===== config.mk =====
export PLATFORM = sky130hd
export DESIGN_NAME = cs_enc_ctrl
export DESIGN_NICKNAME = d
export VERILOG_FILES = /design/src/rtl/cs_enc_ctrl.sv
export SDC_FILE = /design/constraint.sdc
export NUM_CORES = 1
export LEC_CHECK = 0
export ABC_CLOCK_PERIOD_IN_PS = 6700
export CAP_MARGIN = 20
export CORE_ASPECT_RATIO = 1.4
export CORE_MARGIN = 8
export CORE_UTILIZATION = 55
export DETAILED_ROUTE_END_ITERATION = 6
export DONT_BUFFER_PORTS = 1
export HOLD_SLACK_MARGIN = 0.06
export MAX_ROUTING_LAYER = met4
export PLACE_DENSITY_LB_ADDON = 0.15
export SYNTH_ARGS = -nofsm -noshare
export SYNTH_HDL_FRONTEND = slang
export SYNTH_SLANG_ARGS = --single-unit

===== constraint.sdc =====
create_clock -name clk -period 6.7 [get_ports clk]
set_input_delay 0.67 -clock clk [delete_from_list [all_inputs] [get_ports clk]]
set_output_delay 0.67 -clock clk [all_outputs]
set_load 0.1 [all_outputs]

===== src/rtl/cs_enc_ctrl.sv =====
// cs_enc_ctrl: iterative block-cipher controller. It reuses a single enc_round
// mixer for three passes per round, with 64-bit constants C0/C1 injected before
// passes 2 and 3. It uses subkey 0 as a whitening key at accept time and
// subkey r+1 at the end of round r.
// Optional feature: define CS_ENC_CTRL_ABORT_EN to add an 'abort' input. The
// abort input cancels a block that is in flight or waiting in DONE.

// Single combinational mixing pass: xor-rotate, add-rotate, xor-shift.
module enc_round (
  input  logic [63:0] d_i,
  output logic [63:0] q_o
);
  logic [63:0] a, b;
  assign a   = d_i ^ {d_i[50:0], d_i[63:51]};   // d ^ rotl(d,13)
  assign b   = a + {a[26:0], a[63:27]};         // a + rotl(a,37)
  assign q_o = b ^ (b >> 7);
endmodule

module cs_enc_ctrl #(
  parameter int          NUM_ROUNDS = 8,
  parameter logic [63:0] C0         = 64'h290D61409CEB9E8F,
  parameter logic [63:0] C1         = 64'hB711FA89AE0394E7
) (
  input  logic        clk,
  input  logic        rst_n,
`ifdef CS_ENC_CTRL_ABORT_EN
  input  logic        abort,
`endif
  input  logic        in_valid,
  output logic        in_ready,
  input  logic [63:0] in_data,
  output logic [3:0]  key_idx,
  input  logic [63:0] key_in,
  output logic        out_valid,
  input  logic        out_ready,
  output logic [63:0] out_data
);

  localparam logic [1:0] S_IDLE = 2'd0;
  localparam logic [1:0] S_MIX  = 2'd1;
  localparam logic [1:0] S_DONE = 2'd2;

  localparam logic [3:0] LAST_RND = 4'(NUM_ROUNDS - 1);

  logic [1:0]  state_q, state_d;
  logic [63:0] st_q, st_d;
  logic [3:0]  rnd_q, rnd_d;
  logic [1:0]  pas_q, pas_d;

  logic [63:0] mix_in, mix_out, pass_const;

  // One shared mixer; its input is the state with the pass constant folded in.
  enc_round u_round (
    .d_i (mix_in),
    .q_o (mix_out)
  );

  // Constant schedule per pass: none, C0, C1.
  always_comb begin
    pass_const = 64'd0;
    case (pas_q)
      2'd1:    pass_const = C0;
      2'd2:    pass_const = C1;
      default: pass_const = 64'd0;
    endcase
  end

  assign mix_in   = st_q ^ pass_const;
  assign out_data = st_q;

  // Next-state, counter and handshake logic.
  always_comb begin
    state_d   = state_q;
    st_d      = st_q;
    rnd_d     = rnd_q;
    pas_d     = pas_q;
    in_ready  = 1'b0;
    out_valid = 1'b0;
    key_idx   = 4'd0;
    case (state_q)
      S_IDLE: begin
        in_ready = 1'b1;
        if (in_valid) begin
          st_d    = in_data ^ key_in;   // whitening with subkey 0
          rnd_d   = 4'd0;
          pas_d   = 2'd0;
          state_d = S_MIX;
        end
      end
      S_MIX: begin
        key_idx = rnd_q + 4'd1;
        if (pas_q != 2'd2) begin
          st_d  = mix_out;
          pas_d = pas_q + 2'd1;
        end else begin
          st_d  = mix_out ^ key_in;     // round key closes the round
          pas_d = 2'd0;
          if (rnd_q == LAST_RND) state_d = S_DONE;
          else                   rnd_d   = rnd_q + 4'd1;
        end
      end
      S_DONE: begin
        out_valid = 1'b1;
        // Return to IDLE only; the next accept is a cycle later (no bypass).
        if (out_ready) state_d = S_IDLE;
      end
      default: state_d = S_IDLE;
    endcase
`ifdef CS_ENC_CTRL_ABORT_EN
    // Abort drops an in-flight or finished block; it has no effect in IDLE.
    if (abort && state_q != S_IDLE) begin
      state_d = S_IDLE;
      st_d    = 64'd0;
      rnd_d   = 4'd0;
      pas_d   = 2'd0;
    end
`endif
  end

  // State registers; reset clears everything so out_data reads zero at once.
  always_ff @(posedge clk or negedge rst_n) begin
    if (!rst_n) begin
      state_q <= S_IDLE;
      st_q    <= 64'd0;
      rnd_q   <= 4'd0;
      pas_q   <= 2'd0;
    end else begin
      state_q <= state_d;
      st_q    <= st_d;
      rnd_q   <= rnd_d;
      pas_q   <= pas_d;
    end
  end

endmodule


==> impl_metrics.csv, run 1 <==
group,metric,value,unit
logic_synthesis,synth.area.mux_share,0.807,%
route,wire_per_inst,28.8,um
layout,final_nets,1554,
sta,setup_violations,0,
route,drt_iter0_markers,1248,
clocking,clockBufferDepth,2,
sta,tns,0,ps
sta,worst_pin_slew,1140,ps
die,core_area,19600,um^2
critical_path,critical_path_class,"reg2reg",
logic_synthesis,async_reset_ff_share,100,%
global_route,antenna_found_initial,0,
logic_synthesis,synth-adder-area-share,7.24,%
layout,layout-drive-gt1-share,10.7,%
hold_path,holdCritPathClass,"in2async",
clocking,cts.clk_slew.worst_paths,70,ps
critical_path,arrival,6150,ps
layout,nFillCells,1766,
clocking,numCtsBuffers,9,
global_route,grt_pass1_vias,10500,
critical_path,cp_max_fo,15,
clocking,clock-sinks,72,
sta,maxSlewViolCount,0,
logic_synthesis,synthXorXnorAreaFrac,30.5,%
placed_design,placed_area,11400,um^2
status,status,"complete, no violations",
critical_path,startpoint_type,"flop",
logic_synthesis,ys.flop_type,"dfrtp_1",
run,cap_violations,0,
logic_synthesis,synth_simple_gate_area_share,17.0,%
clocking,worstSkewPairLatency,360,ps
die,die_area,24600,um^2
logic_synthesis,ys_ff_latch,72,
global_route,grt_pass1_wl,67600,um
sta,finClkSkew,12.1,ps
logic_synthesis,seq_area_frac_synth,16.6,%
route,vias,10900,
logic_synthesis,synth_edf_count,0,
placed_design,io_buffers,0,
sta,finalCritPeriodShare,88.2,%
die,fp.dieH,182,um
clocking,cts-root-buf,"clkbuf_16",
die,start_util,55.3,%
die,die_w,135,um
route,routed_via_density,6.72,
clocking,tritoncts,"yes",
sta,fin_crit,5910,ps
critical_path,cp-end-kind,"flop",
layout,design_area,11700,um^2
global_route,track_usage,38.3,%
sta,fmax,169,MHz
logic_synthesis,syn_nets,1527,
route,drtAntennaViolNets,0,
placed_design,dp_hpwl,38600,um
die,std_cell_rows,61,
sta,slew_headroom,23.9,%
clocking,htreeDepth,3,
logic_synthesis,synth-compound-area-share,23.9,%
logic_synthesis,synth_top_family_by_area,"XOR/XNOR gates",
clocking,cts_resized,0,
route,wirelength,46700,um
critical_path,required,6950,ps
global_route,grt_start_max_net_pins,73,
layout,num_antenna_cells,0,
logic_synthesis,syn_area,10900,um^2
placed_design,gp_congestion,1.14,
logic_synthesis,ys_warn_count,0,
sta,finalHoldViolCount,0,
route,drc_errors,0,
logic_synthesis,avgSynthCellArea,8.13,um^2
layout,synthToLayoutAreaGrowth,8.10,%
logic_synthesis,ys_types,95,
global_route,gr-total-overflow,0,
sta,rsz0062_at_grt,"false",
die,pin_count,202,
route,firstDrtPassIters,6,
logic_synthesis,synthCells,1336,
## registers in the layout, indices dropped and copies added (netlist names)
register  flops
pas_q         2
out_data     64
rnd_q         4
state_q       2
## synth_stat cells, types with 12 or more instances
| cell type | count | area share (%) |
|---|---|---|
| xor2_1 | 83 | 6.7 |
| a31oi_1 | 14 | 0.81 |
| nand3_1 | 24 | 1.1 |
| and2_1 | 12 | 0.69 |
| a21oi_1 | 98 | 4.5 |
| nor3_1 | 44 | 2.0 |
| dfrtp_1 | 72 | 17 |
| inv_1 | 32 | 1.1 |
| a21o_1 | 40 | 2.8 |
| xnor2_1 | 213 | 17 |
| nand2b_1 | 12 | 0.69 |
| ha_1 | 58 | 6.7 |
| a22oi_1 | 18 | 1.2 |
| o31ai_1 | 12 | 0.83 |
| o21ai_0 | 84 | 3.9 |
| clkbuf_1 | 31 | 1.1 |
| nand2_1 | 159 | 5.5 |
| xnor3_1 | 12 | 2.5 |
| nor2_1 | 87 | 3.0 |
## cell usage in the layout (no fill, tap or decap), types with 12 or more instances in the layout
master | netlist | routed
a22oi_1 | 18 | 18
a31oi_1 | 14 | 14
xor2_1 | 83 | 83
nor3_1 | 44 | 44
xnor2_1 | 213 | 213
o21ai_0 | 84 | 84
a21oi_1 | 98 | 98
nor2_1 | 87 | 83
xnor3_1 | 12 | 12
inv_1 | 32 | 32
o31ai_1 | 12 | 12
and2_1 | 12 | 12
ha_1 | 58 | 57
a21o_1 | 40 | 40
nand2_1 | 159 | 159
nand3_1 | 24 | 24
buf_4 | 8 | 71
dfrtp_1 | 72 | 72
## cell families (layout without fill, tap and decap cells)
kind of cell	Yosys count	after routing
flops	72	72
compound gates	383	383
simple gates	394	394
xor+xnor	328	328
buf+inv	88	120
fa+ha+maj	63	63
mux	8	8
## layout make-up
cell class | count | area [um^2] | share of cell area, %
multi-input cells | 1176 | 8650 | 73.7
flip-flops and latches | 72 | 1800 | 15.4
repair buffers | 72 | 561 | 4.78
well taps | 252 | 315 | 2.69
clock buffers | 9 | 225 | 1.92
inverters | 32 | 120 | 1.02
clock inverters | 7 | 60.1 | 0.512
## worst max-delay path, cell delays in order, from the launching register on
cell      delay (ps)
dfrtp_1          390
inv_1            110
ha_1             710
xor2_4           620
xnor2_1          220
ha_1             440
a21oi_1          150
o21ai_0           80
a311oi_1         450
a21o_1           440
a31oi_4          200
o31ai_2          530
a22oi_2          170
xor2_1           410
xnor3_1          350
mux2_2           280
a21oi_1          140
o21ai_1           80
## path summary, 6_finish.rpt
path                            from      endpoint  slack [ps]  cells past startpoint
max                         pas_q[0]  out_data[37]         790                     17
min                            rst_n  out_data[30]         190                      1
max reg2reg                 pas_q[0]  out_data[37]         790                     17
min reg2reg                 rnd_q[1]      rnd_q[1]         550                      1
max in group asynchronous      rst_n  out_data[46]        6140                      1
min in group clk           out_ready    state_q[1]         500                      2
## repair_timing
item | 4_1_cts | 5_1_grt
endpoints found under the hold margin | 72 | 0
hold buffers | 1 | 0
buffers inserted | 0 | 0
## stage by stage
step / hold slack (ps) / setup WS, ps / instances / util [%]
finish: 188 / 791 / 1620 / 59.8
global route: 221 / 616 / 1620 / 59.8
CTS: 204 / 948 / 1620 / 59.8
detailed placement: 377 / 998 / 1603 / 58.2
global placement: 377 / 1100 / 1603 / 58.2
floorplan: 374 / 2000 / 1336 / -
## metal layers
metal	global-route usage (%)	vias up	share of wire, %
li1	-	4795	-
met1	46.0	5193	38
met2	56.6	710	44
met3	9.77	189	11
met4	23.7	0	6.9
met5	-	-	0
Power of run 1 is not shown: default switching activity piles up to over one toggle a cycle in this logic, so the estimate is an artifact.
==> inputs of run 2 (changes only) <==
--- a/config.mk
+++ b/config.mk
@@ -7,3 +7,2 @@
 export LEC_CHECK = 0
-export ABC_CLOCK_PERIOD_IN_PS = 6700
 export CAP_MARGIN = 20
==> constraint.sdc (replaced) <==
create_clock -name clk -period 6.7 [get_ports clk]
set_input_delay 1.34 -clock clk [delete_from_list [all_inputs] [get_ports clk]]
set_output_delay 1.34 -clock clk [all_outputs]
set_load 0.1 [all_outputs]
==> impl_metrics.csv, run 2 (synthesized netlist as in run 1, its figures left out) <==
group,metric,value,unit
global_route,grt_pass1_wl,68800,um
critical_path,arrival,6200,ps
sta,slew_headroom,24.3,%
critical_path,worstSetupStartpoint,"pas_q[1]",
critical_path,reg2reg_depth,17,
layout,num_antenna_cells,0,
clocking,hold_buffers,0,
route,firstDrtPassIters,6,
clocking,clockBufferDepth,2,
placed_design,dp_hpwl,38800,um
sta,tns,0,ps
sta,fin_crit,5950,ps
route,drt_iter0_markers,1336,
hold_path,min_path_cells,1,
placed_design,gp_congestion,1.12,
layout,synthToLayoutAreaGrowth,8.24,%
layout,layout-drive-gt1-share,10.7,%
clocking,cts.clk_slew.worst_paths,60,ps
sta,setup_violations,0,
critical_path,max_stage_delay,700,ps
clocking,post_cts_buffers,0,
critical_path,endpoint,"out_data[37]",
die,pin_count,202,
route,wirelength,47000,um
sta,fmax,168,MHz
die,die_w,135,um
sta,whs,540,ps
route,routed_via_density,6.69,
critical_path,cp-end-kind,"flop",
critical_path,startpoint_type,"flop",
layout,final_common_cell,"xnor2_1",
sta,maxSlewViolCount,0,
global_route,grt_pass1_vias,10500,
critical_path,cp_cell_sequence,"inv_1 > ha_1 > xor2_4 > xnor2_1 > ha_1 > a21oi_1 > o21ai_0 > a311oi_1 > a21o_1 > a31oi_4 > o31ai_2 > a22oi_2 > xor2_1 > xnor3_1 > mux2_2 > a21oi_1 > o21ai_1",
die,core_area,19600,um^2
sta,finClkSkew,12.4,ps
critical_path,ff2ff_setup_slack,750,ps
critical_path,cp_max_fo,15,
route,wire_per_inst,29.0,um
die,std_cell_rows,61,
route,drtAntennaViolNets,0,
status,status,"complete, no violations",
layout,design_area,11800,um^2
clocking,numCtsBuffers,9,
global_route,gr-total-overflow,0,
clocking,tritoncts,"yes",
clocking,clock-sinks,72,
critical_path,required,6950,ps
clocking,worstSkewPairLatency,370,ps
critical_path,crit_slowest_cell,"ha_1",
clocking,cts_resized,0,
critical_path,r2r_start,"pas_q[1]",
sta,rsz0062_at_grt,"false",
sta,finalCritPeriodShare,88.8,%
hold_path,holdCritPathClass,"reg2reg",
sta,finalHoldViolCount,0,
die,die_area,24600,um^2
placed_design,io_buffers,0,
layout,final_nets,1553,
global_route,grt_start_max_net_pins,73,
layout,layout_common_cells,"xnor2_1 (213), nand2_1 (159), a21oi_1 (98), o21ai_0 (84)",
placed_design,placed_area,11400,um^2
global_route,antenna_found_initial,1,
critical_path,critical_path_class,"reg2reg",
clocking,htreeDepth,3,
layout,nFillCells,1816,
clocking,cts-root-buf,"clkbuf_16",
route,vias,10800,
route,drc_errors,0,
die,fp.dieH,182,um
critical_path,r2r_end,"out_data[37]",
sta,worst_pin_slew,1140,ps
layout,largest_reg_flops,64,
global_route,track_usage,38.9,%
layout,final_util,59.9,%
die,start_util,55.3,%
run,cap_violations,0,
## run 2: cell types whose count changed in the layout (fill, tap and decap cells not counted)
cell | previous run | this run
clkinvlp_4 | 3 | 0
bufinv_16 | 0 | 2
buf_16 | 1 | 0
clkinv_2 | 0 | 1
clkinv_4 | 0 | 1
inv_6 | 3 | 2
## run 2: cell type report
| class | count | area [um^2] | area share [%] |
|---|---|---|---|
| clock inverters | 7 | 103 | 0.873 |
| multi-input cells | 1176 | 8650 | 73.6 |
| flip-flops and latches | 72 | 1800 | 15.3 |
| clock buffers | 9 | 225 | 1.92 |
| well taps | 252 | 315 | 2.68 |
| repair buffers | 71 | 533 | 4.54 |
| inverters | 32 | 120 | 1.02 |
## run 2: worst min path at each step
stage                       startpoint           end  slack (ps)
final                         rnd_q[1]      rnd_q[1]         540
after global routing          rnd_q[1]      rnd_q[1]         550
after CTS                     rnd_q[1]      rnd_q[1]         540
after detailed placement      rnd_q[1]      rnd_q[1]         530
after global placement    out_data[38]  out_data[38]         510
after floorplan               rnd_q[1]      rnd_q[1]         510
## run 2: per-layer routing
metal | GRT usage, % | wire length, um | up-vias
li1 | - | - | 4777
met1 | 47.4 | 17600 | 5147
met2 | 56.4 | 20700 | 731
met3 | 9.47 | 5160 | 181
met4 | 24.9 | 3440 | 0
met5 | - | 0 | -
## run 2: critical path: cells and delay by family, from the launching register on
| family | cells | cell delay (ps) |
|---|---|---|
| compound gates | 9 | 2230 |
| xor+xnor | 4 | 1660 |
| fa+ha+maj | 2 | 1140 |
| flops | 1 | 400 |
| mux | 1 | 300 |
| buf+inv | 1 | 110 |
## run 2: per-stage QoR
stage	setup WS, ps	cells
after floorplan	2000	1336
after global placement	1080	1603
after detailed placement	910	1603
after CTS	895	1619
after global routing	463	1619
final	749	1619
Power of run 2 is left out for the same reason.
